$ cat src/rtl/timer_apb_regs.sv
// APB slave register front-end of the 8-bit timer: TDR/TCR/TSR/TCNT decode and sticky W1C flags.
// Define TIMER_APB_WAIT_STATE_EN to insert one PREADY=0 wait cycle into every transfer.
module timer_apb_regs #(
   parameter int                    ADDR_WIDTH = 8,
   parameter int                    DATA_WIDTH = 8,
   parameter logic [ADDR_WIDTH-1:0] TDR_ADDR   = 8'h00,
   parameter logic [ADDR_WIDTH-1:0] TCR_ADDR   = 8'h01,
   parameter logic [ADDR_WIDTH-1:0] TSR_ADDR   = 8'h02,
   parameter logic [ADDR_WIDTH-1:0] TCNT_ADDR  = 8'h03
) (
   input  logic                  PCLK,
   input  logic                  PRESETn,
   input  logic                  PSEL,
   input  logic                  PENABLE,
   input  logic                  PWRITE,
   input  logic [ADDR_WIDTH-1:0] PADDR,
   input  logic [DATA_WIDTH-1:0] PWDATA,
   output logic [DATA_WIDTH-1:0] PRDATA,
   output logic                  PREADY,
   output logic                  PSLVERR,
   input  logic [DATA_WIDTH-1:0] tcnt_i,
   input  logic                  ovf_set_i,
   input  logic                  udf_set_i,
   output logic [DATA_WIDTH-1:0] tdr_o,
   output logic                  tcr_load_o,
   output logic                  tcr_updown_o,
   output logic                  tcr_en_o,
   output logic [1:0]            tcr_cks_o
);

   // state_q names the bus phase completed at the most recent edge
   typedef enum logic [1:0] {
      S_IDLE   = 2'd0,
      S_SETUP  = 2'd1,
      S_ACCESS = 2'd2,
      S_WAIT   = 2'd3
   } state_t;

   state_t                 state_q;
   logic [DATA_WIDTH-1:0]  prdata_q;
   logic                   pslverr_q;

   logic [DATA_WIDTH-1:0]  tdr_q, tdr_d;
   logic                   tcr_load_q, tcr_load_d;
   logic                   tcr_updown_q, tcr_updown_d;
   logic                   tcr_en_q, tcr_en_d;
   logic [1:0]             tcr_cks_q, tcr_cks_d;
   logic                   ovf_q, ovf_d;
   logic                   udf_q, udf_d;

   logic                   setup_s;
   logic                   access_s;
   logic                   start_s;
   logic                   capture_s;
   logic                   commit_s;
   logic                   wr_commit_s;
   logic                   tsr_w1c_s;
   logic                   mapped_s;
   logic [DATA_WIDTH-1:0]  rd_mux_s;
   logic [DATA_WIDTH-1:0]  tcr_rd_s;
   logic [DATA_WIDTH-1:0]  tsr_rd_s;

   assign setup_s  = PSEL & ~PENABLE;
   assign access_s = PSEL & PENABLE;
   // a setup phase is only legal while idle or right after a completed access
   assign start_s  = setup_s & ((state_q == S_IDLE) | (state_q == S_ACCESS));

`ifdef TIMER_APB_WAIT_STATE_EN
   logic pready_q;

   assign capture_s = (state_q == S_SETUP) & access_s;
   assign commit_s  = (state_q == S_WAIT) & access_s;
   assign PREADY    = pready_q;
`else
   assign capture_s = start_s;
   assign commit_s  = (state_q == S_SETUP) & access_s;
   assign PREADY    = 1'b1;
`endif

   assign wr_commit_s = commit_s & PWRITE & mapped_s;
   assign tsr_w1c_s   = wr_commit_s & (PADDR == TSR_ADDR);

   // Readback images of the control and status registers
   always_comb begin
      tcr_rd_s      = {DATA_WIDTH{1'b0}};
      tcr_rd_s[7]   = tcr_load_q;
      tcr_rd_s[5]   = tcr_updown_q;
      tcr_rd_s[4]   = tcr_en_q;
      tcr_rd_s[1:0] = tcr_cks_q;
      tsr_rd_s      = {DATA_WIDTH{1'b0}};
      tsr_rd_s[0]   = ovf_q;
      tsr_rd_s[1]   = udf_q;
   end

   // Address decode and read-data selection
   always_comb begin
      mapped_s = 1'b0;
      rd_mux_s = {DATA_WIDTH{1'b0}};
      case (PADDR)
         TDR_ADDR: begin
            mapped_s = 1'b1;
            rd_mux_s = tdr_q;
         end
         TCR_ADDR: begin
            mapped_s = 1'b1;
            rd_mux_s = tcr_rd_s;
         end
         TSR_ADDR: begin
            mapped_s = 1'b1;
            rd_mux_s = tsr_rd_s;
         end
         TCNT_ADDR: begin
            mapped_s = 1'b1;
            rd_mux_s = tcnt_i;
         end
         default: begin
            mapped_s = 1'b0;
            rd_mux_s = {DATA_WIDTH{1'b0}};
         end
      endcase
   end

   // Register next-state: write commits and sticky flags (a set pulse beats a same-cycle W1C)
   always_comb begin
      tdr_d        = tdr_q;
      tcr_load_d   = tcr_load_q;
      tcr_updown_d = tcr_updown_q;
      tcr_en_d     = tcr_en_q;
      tcr_cks_d    = tcr_cks_q;
      if (wr_commit_s && (PADDR == TDR_ADDR)) begin
         tdr_d = PWDATA;
      end else if (wr_commit_s && (PADDR == TCR_ADDR)) begin
         tcr_load_d   = PWDATA[7];
         tcr_updown_d = PWDATA[5];
         tcr_en_d     = PWDATA[4];
         tcr_cks_d    = PWDATA[1:0];
      end else begin
         tdr_d = tdr_q;
      end
      ovf_d = ovf_set_i | (ovf_q & ~(tsr_w1c_s & PWDATA[0]));
      udf_d = udf_set_i | (udf_q & ~(tsr_w1c_s & PWDATA[1]));
   end

   // Register file storage
   always_ff @(posedge PCLK) begin
      if (!PRESETn) begin
         tdr_q        <= {DATA_WIDTH{1'b0}};
         tcr_load_q   <= 1'b0;
         tcr_updown_q <= 1'b0;
         tcr_en_q     <= 1'b0;
         tcr_cks_q    <= 2'b00;
         ovf_q        <= 1'b0;
         udf_q        <= 1'b0;
      end else begin
         tdr_q        <= tdr_d;
         tcr_load_q   <= tcr_load_d;
         tcr_updown_q <= tcr_updown_d;
         tcr_en_q     <= tcr_en_d;
         tcr_cks_q    <= tcr_cks_d;
         ovf_q        <= ovf_d;
         udf_q        <= udf_d;
      end
   end

   // APB phase FSM with registered PRDATA/PSLVERR/PREADY
   always_ff @(posedge PCLK) begin
      if (!PRESETn) begin
         state_q   <= S_IDLE;
         prdata_q  <= {DATA_WIDTH{1'b0}};
         pslverr_q <= 1'b0;
`ifdef TIMER_APB_WAIT_STATE_EN
         pready_q  <= 1'b1;
`endif
      end else begin
         case (state_q)
            S_IDLE, S_ACCESS: state_q <= setup_s ? S_SETUP : S_IDLE;
`ifdef TIMER_APB_WAIT_STATE_EN
            S_SETUP:          state_q <= access_s ? S_WAIT : S_IDLE;
`else
            S_SETUP:          state_q <= access_s ? S_ACCESS : S_IDLE;
`endif
            S_WAIT:           state_q <= access_s ? S_ACCESS : S_IDLE;
            default:          state_q <= S_IDLE;
         endcase
         if (capture_s && !PWRITE) begin
            prdata_q <= rd_mux_s;
         end else begin
            prdata_q <= prdata_q;
         end
         pslverr_q <= capture_s & ~mapped_s;
`ifdef TIMER_APB_WAIT_STATE_EN
         pready_q  <= ~start_s;
`endif
      end
   end

   assign PRDATA       = prdata_q;
   assign PSLVERR      = pslverr_q;
   assign tdr_o        = tdr_q;
   assign tcr_load_o   = tcr_load_q;
   assign tcr_updown_o = tcr_updown_q;
   assign tcr_en_o     = tcr_en_q;
   assign tcr_cks_o    = tcr_cks_q;

endmodule

$ cat config.mk
export PLATFORM = sky130hd
export DESIGN_NAME = timer_apb_regs
export DESIGN_NICKNAME = d
export VERILOG_FILES = /design/src/rtl/timer_apb_regs.sv
export SDC_FILE = /design/constraint.sdc
export NUM_CORES = 1
export LEC_CHECK = 0
export ABC_AREA = 1
export CORE_MARGIN = 3
export CORE_UTILIZATION = 42
export CTS_BUF_LIST = sky130_fd_sc_hd__clkbuf_4 sky130_fd_sc_hd__clkbuf_8 sky130_fd_sc_hd__clkbuf_16
export DETAILED_ROUTE_END_ITERATION = 10
export PLACE_DENSITY_LB_ADDON = 0.15
export RECOVER_POWER = 50
export SKIP_CTS_REPAIR_TIMING = 1
export SYNTH_ARGS = -nofsm -noshare
export SYNTH_HDL_FRONTEND = slang
export SYNTH_SLANG_ARGS = --single-unit
export TNS_END_PERCENT = 50
$ cat constraint.sdc
create_clock -name PCLK -period 1.6 [get_ports PCLK]
set_clock_uncertainty 0.15 [all_clocks]
set_input_delay 0.48 -clock PCLK [delete_from_list [all_inputs] [get_ports PCLK]]
set_output_delay 0.48 -clock PCLK [all_outputs]
set_load 0.005 [all_outputs]
==> results of run 1 <==
## cell usage in the layout, fill, tap and decap left out, drive strengths merged, types with 3 or more instances in the layout
cell type / netlist / layout
a21oi: 12 / 12
buf: 3 / 16
clkbuf: 1 / 3
clkdlybuf4s50: 0 / 23
dfxtp: 26 / 26
dlymetal6s2s: 0 / 28
inv: 11 / 13
nand2: 40 / 41
nand3: 21 / 21
nor2: 39 / 40
o21ai: 16 / 16
## cells by family (layout without fill, tap and decap cells)
logic type / after synthesis / count (layout) / share of synthesized area
and+or+nand+nor: 102 / 104 / 0.404
AOI/OAI and AO/OA: 28 / 28 / 0.123
DFF: 26 / 26 / 0.402
buffers and inverters: 17 / 86 / 0.0686
other: 1 / 1 / 0.00290
## sequential cells by signal, indices dropped and copies added (netlist names)
register and count:
ovf_q 1, tcr_load_o 1, tdr_o 8, PSLVERR 1, state_q 2, udf_q 1
tcr_updown_o 1, tcr_en_o 1, tcr_cks_o 2, PRDATA 8
## final cells by class
type / count / area [um^2] / share of cell area
multi-input cells: 133 / 736 / 0.337
repair buffers: 68 / 736 / 0.337
flip-flops and latches: 26 / 546 / 0.250
inverters: 13 / 66.3 / 0.0304
well taps: 31 / 38.8 / 0.0178
clock inverters: 1 / 30.0 / 0.0138
clock buffers: 3 / 22.5 / 0.0103
repair inverters: 1 / 6.26 / 0.00287
## metal layers
metal  up-vias  global-route usage
li1        707                   -
met5         -                   0
met2        85               0.344
met4         0              0.0394
met1       662               0.234
met3        20              0.0461
## path summary, 6_finish.rpt
kind,depth (start not counted),from,slack [ns],end
setup / recovery,7,PADDR[5],-0.09,udf_q
hold / removal,2,PRDATA[0],0.32,PRDATA[0]
setup reg to reg,7,state_q[1],0.28,tdr_o[3]
hold reg to reg,2,PRDATA[0],0.32,PRDATA[0]
## power groups by stage
stage          combinational, mW  sequential [mW]  clock [mW]
2_1_floorplan             0.0593            0.671           0
6_report                   0.172            0.655       0.467
3_3_place_gp               0.163            0.671           0
5_1_grt                    0.183            0.656       0.490
4_1_cts                    0.166            0.657       0.463
3_5_place_dp               0.165            0.671           0
## synthesized netlist by cell type
| master | count |
|---|---|
| a21oi_1 | 8 |
| a21oi_2 | 4 |
| and3_1 | 1 |
| buf_1 | 1 |
| buf_4 | 1 |
| buf_8 | 1 |
| clkbuf_1 | 1 |
| clkinv_4 | 2 |
| conb_1 | 1 |
| dfxtp_1 | 26 |
| inv_1 | 6 |
| inv_2 | 5 |
| nand2_1 | 36 |
| nand2_2 | 1 |
| nand2_4 | 3 |
| nand3_1 | 20 |
| nand3_4 | 1 |
| nor2_1 | 31 |
| nor2_2 | 2 |
| nor2_4 | 4 |
| nor2_8 | 2 |
| nor3_2 | 1 |
| o21ai_0 | 1 |
| o21ai_1 | 14 |
| o21ai_2 | 1 |
## stage by stage
stage          worst slack (ns)  hold slack, ns   util  power [mW]
2_1_floorplan             0.173           0.306      -       0.730
3_5_place_dp             -0.414           0.306  0.661       0.836
6_report                -0.0869           0.319  0.764        1.29
5_1_grt                  -0.148           0.346  0.764        1.33
3_3_place_gp             -0.360           0.301  0.661       0.834
4_1_cts                  -0.336           0.326  0.680        1.29
## critical path: stages
cell	delay, ns
clkdlybuf4s50_1	0.41
nor2_2	0.13
nand2_4	0.12
nor3_2	0.27
nand3_1	0.15
a21oi_1	0.16
nor2_1	0.05
==> impl_metrics.py, run 1 <==
metrics = {
    "power_and_ir_drop": {
        "power.density_nw_per_um2": 593,
        "p_sw_frac": 0.228,
        "max-vdd-ir-drop_mv": 0.294,
        "p_clk_frac": 0.361,
        "cell_internal_pwr_mw": 0.999,
        "leakagePower_nw": 1.38,
        "combinationalPowerShare": 0.133,
        "p_sw_mw": 0.295,
        "p_seq_frac": 0.506,
    },
    "global_route": {
        "grt_pass1_wl_mm": 5.51,
        "grt.total_usage": 0.193,
        "overflow": 0,
        "grt_pass1_vias": 1244,
        "grt_antenna_before_repair": 0,
        "grt_max_degree": 18,
    },
    "hold_path": {
        "holdCritPathClass": "reg2reg",
    },
    "cells_and_area": {
        "layout-drive-gt1-share": 0.298,
        "area_growth_pct": 68.4,
        "fin_cells": 276,
        "n_fill_cell": 212,
        "final_cell_area_um2": 2180,
        "diodes": 0,
        "nets": 277,
    },
    "timing": {
        "fin_crit_ns": 1.69,
        "drv_slew": 0,
        "worst_slack_ns": -0.0869,
        "fin_tns_setup_ns": -0.387,
        "finalSetupViolations": 8,
        "max_freq_mhz": 593,
        "min_period_over_period": 1.05,
        "rsz0062_at_grt": "true",
        "hold_viol_final": 0,
    },
    "floorplan": {
        "die_h_um": 61.5,
        "dieArea_um2": 3790,
        "io_pins": 54,
        "dieWidth_um": 61.5,
        "start_util": 0.454,
        "rows": 19,
        "core_area_um2": 2850,
    },
    "cts": {
        "cts.htree.levels": 1,
        "clk_latency_ns": 0.34,
        "cts_root_buffer": "clkbuf_4",
        "numCtsBuffers": 3,
        "cts_tree": "done",
        "cts.clk_slew.worst_paths_ns": 0.14,
        "clockBufferDepth": 2,
        "clock_sinks": 26,
    },
    "logic_synthesis": {
        "ys_top_cells_by_area": "dfxtp_1, nand2_1, nor2_1",
        "syn_inst": 174,
        "ys_warn_count": 0,
        "syn_avg_cell_area_um2": 7.44,
        "synthesis.nets": 205,
        "syn_area_um2": 1290,
        "synth_top_area_cell": "dfxtp_1",
        "synth.top_cell.area_share": 0.402,
        "ys_ff_latch": 26,
        "yosysSeqAreaShare": 0.402,
        "synthDistinctLibCells": 25,
    },
    "setup_path": {
        "cp_data_required_time_ns": 1.69,
        "path_class": "in2reg",
        "critPathMaxFanout": 4,
        "end_kind": "register",
        "crit_arrival_ns": 1.77,
        "startpoint_type": "input port",
    },
    "detailed_routing": {
        "vias_per_cell": 5.34,
        "vias": 1474,
        "drc": 0,
        "wl_met3_um": 342,
        "drt_iter0_drc": 71,
        "ant_nets": 0,
        "wl_met1_mm": 1.57,
        "dr.max_layer_used": "met4",
        "wl_mm": 4.22,
        "firstDrtPassIters": 4,
        "wl_met2_mm": 2.16,
        "wl_per_cell_um": 15.3,
    },
    "outcome": {
        "status": "finished with violations",
        "failed_checks": "setup timing",
    },
    "placed_design": {
        "post-place-cells": 258,
        "port-buffer-count": 52,
        "placed_area_um2": 1890,
        "dp_hpwl_mm": 2.74,
        "gp_congestion": 0.834,
    },
    "flow_run": {
        "cap_violations": 0,
    },
}
(Power assumes the default switching activity.)
==> inputs of run 2 (changes only) <==
--- a/config.mk
+++ b/config.mk
@@ -6,12 +6,14 @@
 export NUM_CORES = 1
 export LEC_CHECK = 0
 export ABC_AREA = 1
+export CAP_MARGIN = 0
 export CORE_MARGIN = 3
 export CORE_UTILIZATION = 42
 export CTS_BUF_LIST = sky130_fd_sc_hd__clkbuf_4 sky130_fd_sc_hd__clkbuf_8 sky130_fd_sc_hd__clkbuf_16
 export DETAILED_ROUTE_END_ITERATION = 10
 export PLACE_DENSITY_LB_ADDON = 0.15
 export RECOVER_POWER = 50
+export SETUP_SLACK_MARGIN = 0.02
 export SKIP_CTS_REPAIR_TIMING = 1
 export SYNTH_ARGS = -nofsm -noshare
 export SYNTH_HDL_FRONTEND = slang
==> run 2 against run 1 <==
Against the previous run:
- the flow now finishes without violations
- flip-flop and latch count unchanged
- non-clock buffer count did not move
- core utilization down 1.0 points
- register-to-register slack lost 0.05 ns
- critical path type unchanged
- largest cell class is now non-clock buffers
- via count is 1.5% lower
- first-iteration DRC count shrank 1.4%
- final cell count did not move
- sequential share of layout area is 0.57 points higher
- critical path depth increased by 2
- critical endpoint is now tcr_load_o
==> impl_metrics.py, run 2 (synthesis gave the netlist of run 1 again) <==
metrics = {
    "power_and_ir_drop": {
        "power.density_nw_per_um2": 597,
        "max-vdd-ir-drop_mv": 0.311,
        "leakagePower_nw": 1.37,
    },
    "global_route": {
        "grt_max_degree": 18,
        "overflow": 0,
        "grt.total_usage": 0.193,
        "grt_antenna_before_repair": 0,
        "grt_pass1_wl_mm": 5.51,
        "grt_pass1_vias": 1244,
    },
    "floorplan": {
        "die_h_um": 61.5,
        "dieArea_um2": 3790,
        "io_pins": 54,
        "dieWidth_um": 61.5,
        "core_area_um2": 2850,
        "rows": 19,
        "start_util": 0.454,
    },
    "cts": {
        "clock_sinks": 26,
        "cts_tree": "done",
        "clockBufferDepth": 2,
        "numCtsBuffers": 3,
        "cts.clk_slew.worst_paths_ns": 0.15,
        "cts_root_buffer": "clkbuf_4",
        "cts.htree.levels": 1,
        "clk_latency_ns": 0.33,
    },
    "timing": {
        "hold_viol_final": 0,
        "rsz0062_at_grt": "false",
        "fin_crit_ns": 1.52,
        "finalSetupViolations": 0,
        "worst_hold_slack_ns": 0.285,
        "fin_tns_setup_ns": 0,
        "max_freq_mhz": 656,
        "min_period_over_period": 0.952,
        "drv_slew": 0,
    },
    "setup_path": {
        "rr_worst_depth": 7,
        "crit_top_cell": "nor2_1",
        "path_class": "in2reg",
        "end_kind": "register",
        "crit_arrival_ns": 1.62,
        "critPathBufInv": 3,
        "cp_data_required_time_ns": 1.69,
        "cp-startpoint": "PADDR[2]",
        "critPathMaxFanout": 7,
        "cp_top_family": "simple AND/OR/NAND/NOR gates",
        "crit_cells": 9,
        "crit_path_top_delay_cell": "nor2_2",
        "reg2reg_slack_ns": 0.23,
        "startpoint_type": "input port",
        "timing.rr.start": "state_q[1]",
        "timing.rr.end": "tdr_o[3]",
        "cpPeakStageDelay_ns": 0.31,
        "crit_chain": "dlymetal6s2s_1 > inv_1 > nand2_2 > nor2_2 > nand2_4 > nor2_4 > inv_2 > nor2_1 > nor2_1",
        "crit_path_end": "tcr_load_o",
    },
    "detailed_routing": {
        "dr.max_layer_used": "met4",
        "drc": 0,
        "firstDrtPassIters": 6,
        "wl_met1_mm": 1.62,
        "vias": 1452,
        "drt_iter0_drc": 70,
        "wl_met3_um": 336,
        "wl_met2_mm": 2.24,
        "vias_per_cell": 5.26,
        "wl_per_cell_um": 15.5,
        "wl_mm": 4.27,
        "ant_nets": 0,
    },
    "cells_and_area": {
        "final_common_cell": "nand2_1",
        "diodes": 0,
        "final_cell_mix": "nand2_1, dlymetal6s2s_1, nor2_1, dfxtp_2, nand3_1",
        "post-route-util": 0.754,
        "area_growth_pct": 66.2,
        "layout-drive-gt1-share": 0.306,
        "nets": 277,
    },
    "hold_path": {
        "holdCritPathClass": "in2reg",
        "worstHoldStart": "PENABLE",
    },
    "placed_design": {
        "port-buffer-count": 52,
        "dp_hpwl_mm": 2.74,
        "gp_congestion": 0.834,
    },
    "flow_run": {
        "cap_violations": 0,
    },
    "outcome": {
        "status": "finished clean",
    },
}
-- run 2: stage by stage --
step / worst slack, ns / std cells / power, mW / cell area, um^2
2_1_floorplan: 0.173 / 174 / 0.730 / 1290
3_3_place_gp: -0.360 / 258 / 0.834 / 1890
3_5_place_dp: -0.414 / 258 / 0.836 / 1890
4_1_cts: -0.336 / 262 / 1.29 / 1940
5_1_grt: 0.00619 / 276 / 1.31 / 2150
6_report: 0.0762 / 276 / 1.28 / 2150
-- run 2: cell type report --
cell class	instances	area, um^2
clock buffers	3	22.5
clock inverters	1	30.0
fillers	219	701
inverters	13	66.3
multi-input cells	133	692
flip-flops and latches	26	551
well taps	31	38.8
repair buffers	68	746
repair inverters	1	6.26
-- run 2: worst min-delay path by stage --
stage	end	slack, ns	cells past startpoint
detailed placement	PRDATA[0]	0.31	2
finish	state_q[1]	0.28	3
floorplan	ovf_q	0.31	2
global placement	PRDATA[3]	0.30	2
global route	state_q[1]	0.29	3
CTS	PRDATA[0]	0.33	2
-- run 2: per-layer routing --
metal	global-route usage	vias to the layer above
li1	-	709
met1	0.234	647
met2	0.344	84
met3	0.0461	12
met4	0.0394	0
met5	0	-
-- run 2: power by group --
| part | internal, mW | switching (mW) |
|---|---|---|
| clock network | 0.254 | 0.210 |
| logic | 0.0906 | 0.0748 |
| registers | 0.651 | 0.00359 |
-- run 2: tightest hold or removal path, stage by stage --
cell,delay (ns)
dlymetal6s2s_1,0.15
nand2_2,0.07
nor2_1,0.04
==> inputs of run 3 (changes only) <==
--- a/config.mk
+++ b/config.mk
@@ -6,6 +6,7 @@
 export NUM_CORES = 1
 export LEC_CHECK = 0
 export ABC_AREA = 1
+export ABC_CLOCK_PERIOD_IN_PS = 1600
 export CAP_MARGIN = 0
 export CORE_MARGIN = 3
 export CORE_UTILIZATION = 42
==> results of run 3 <==
Final layout, timing and power as in run 2 (identical DEF).
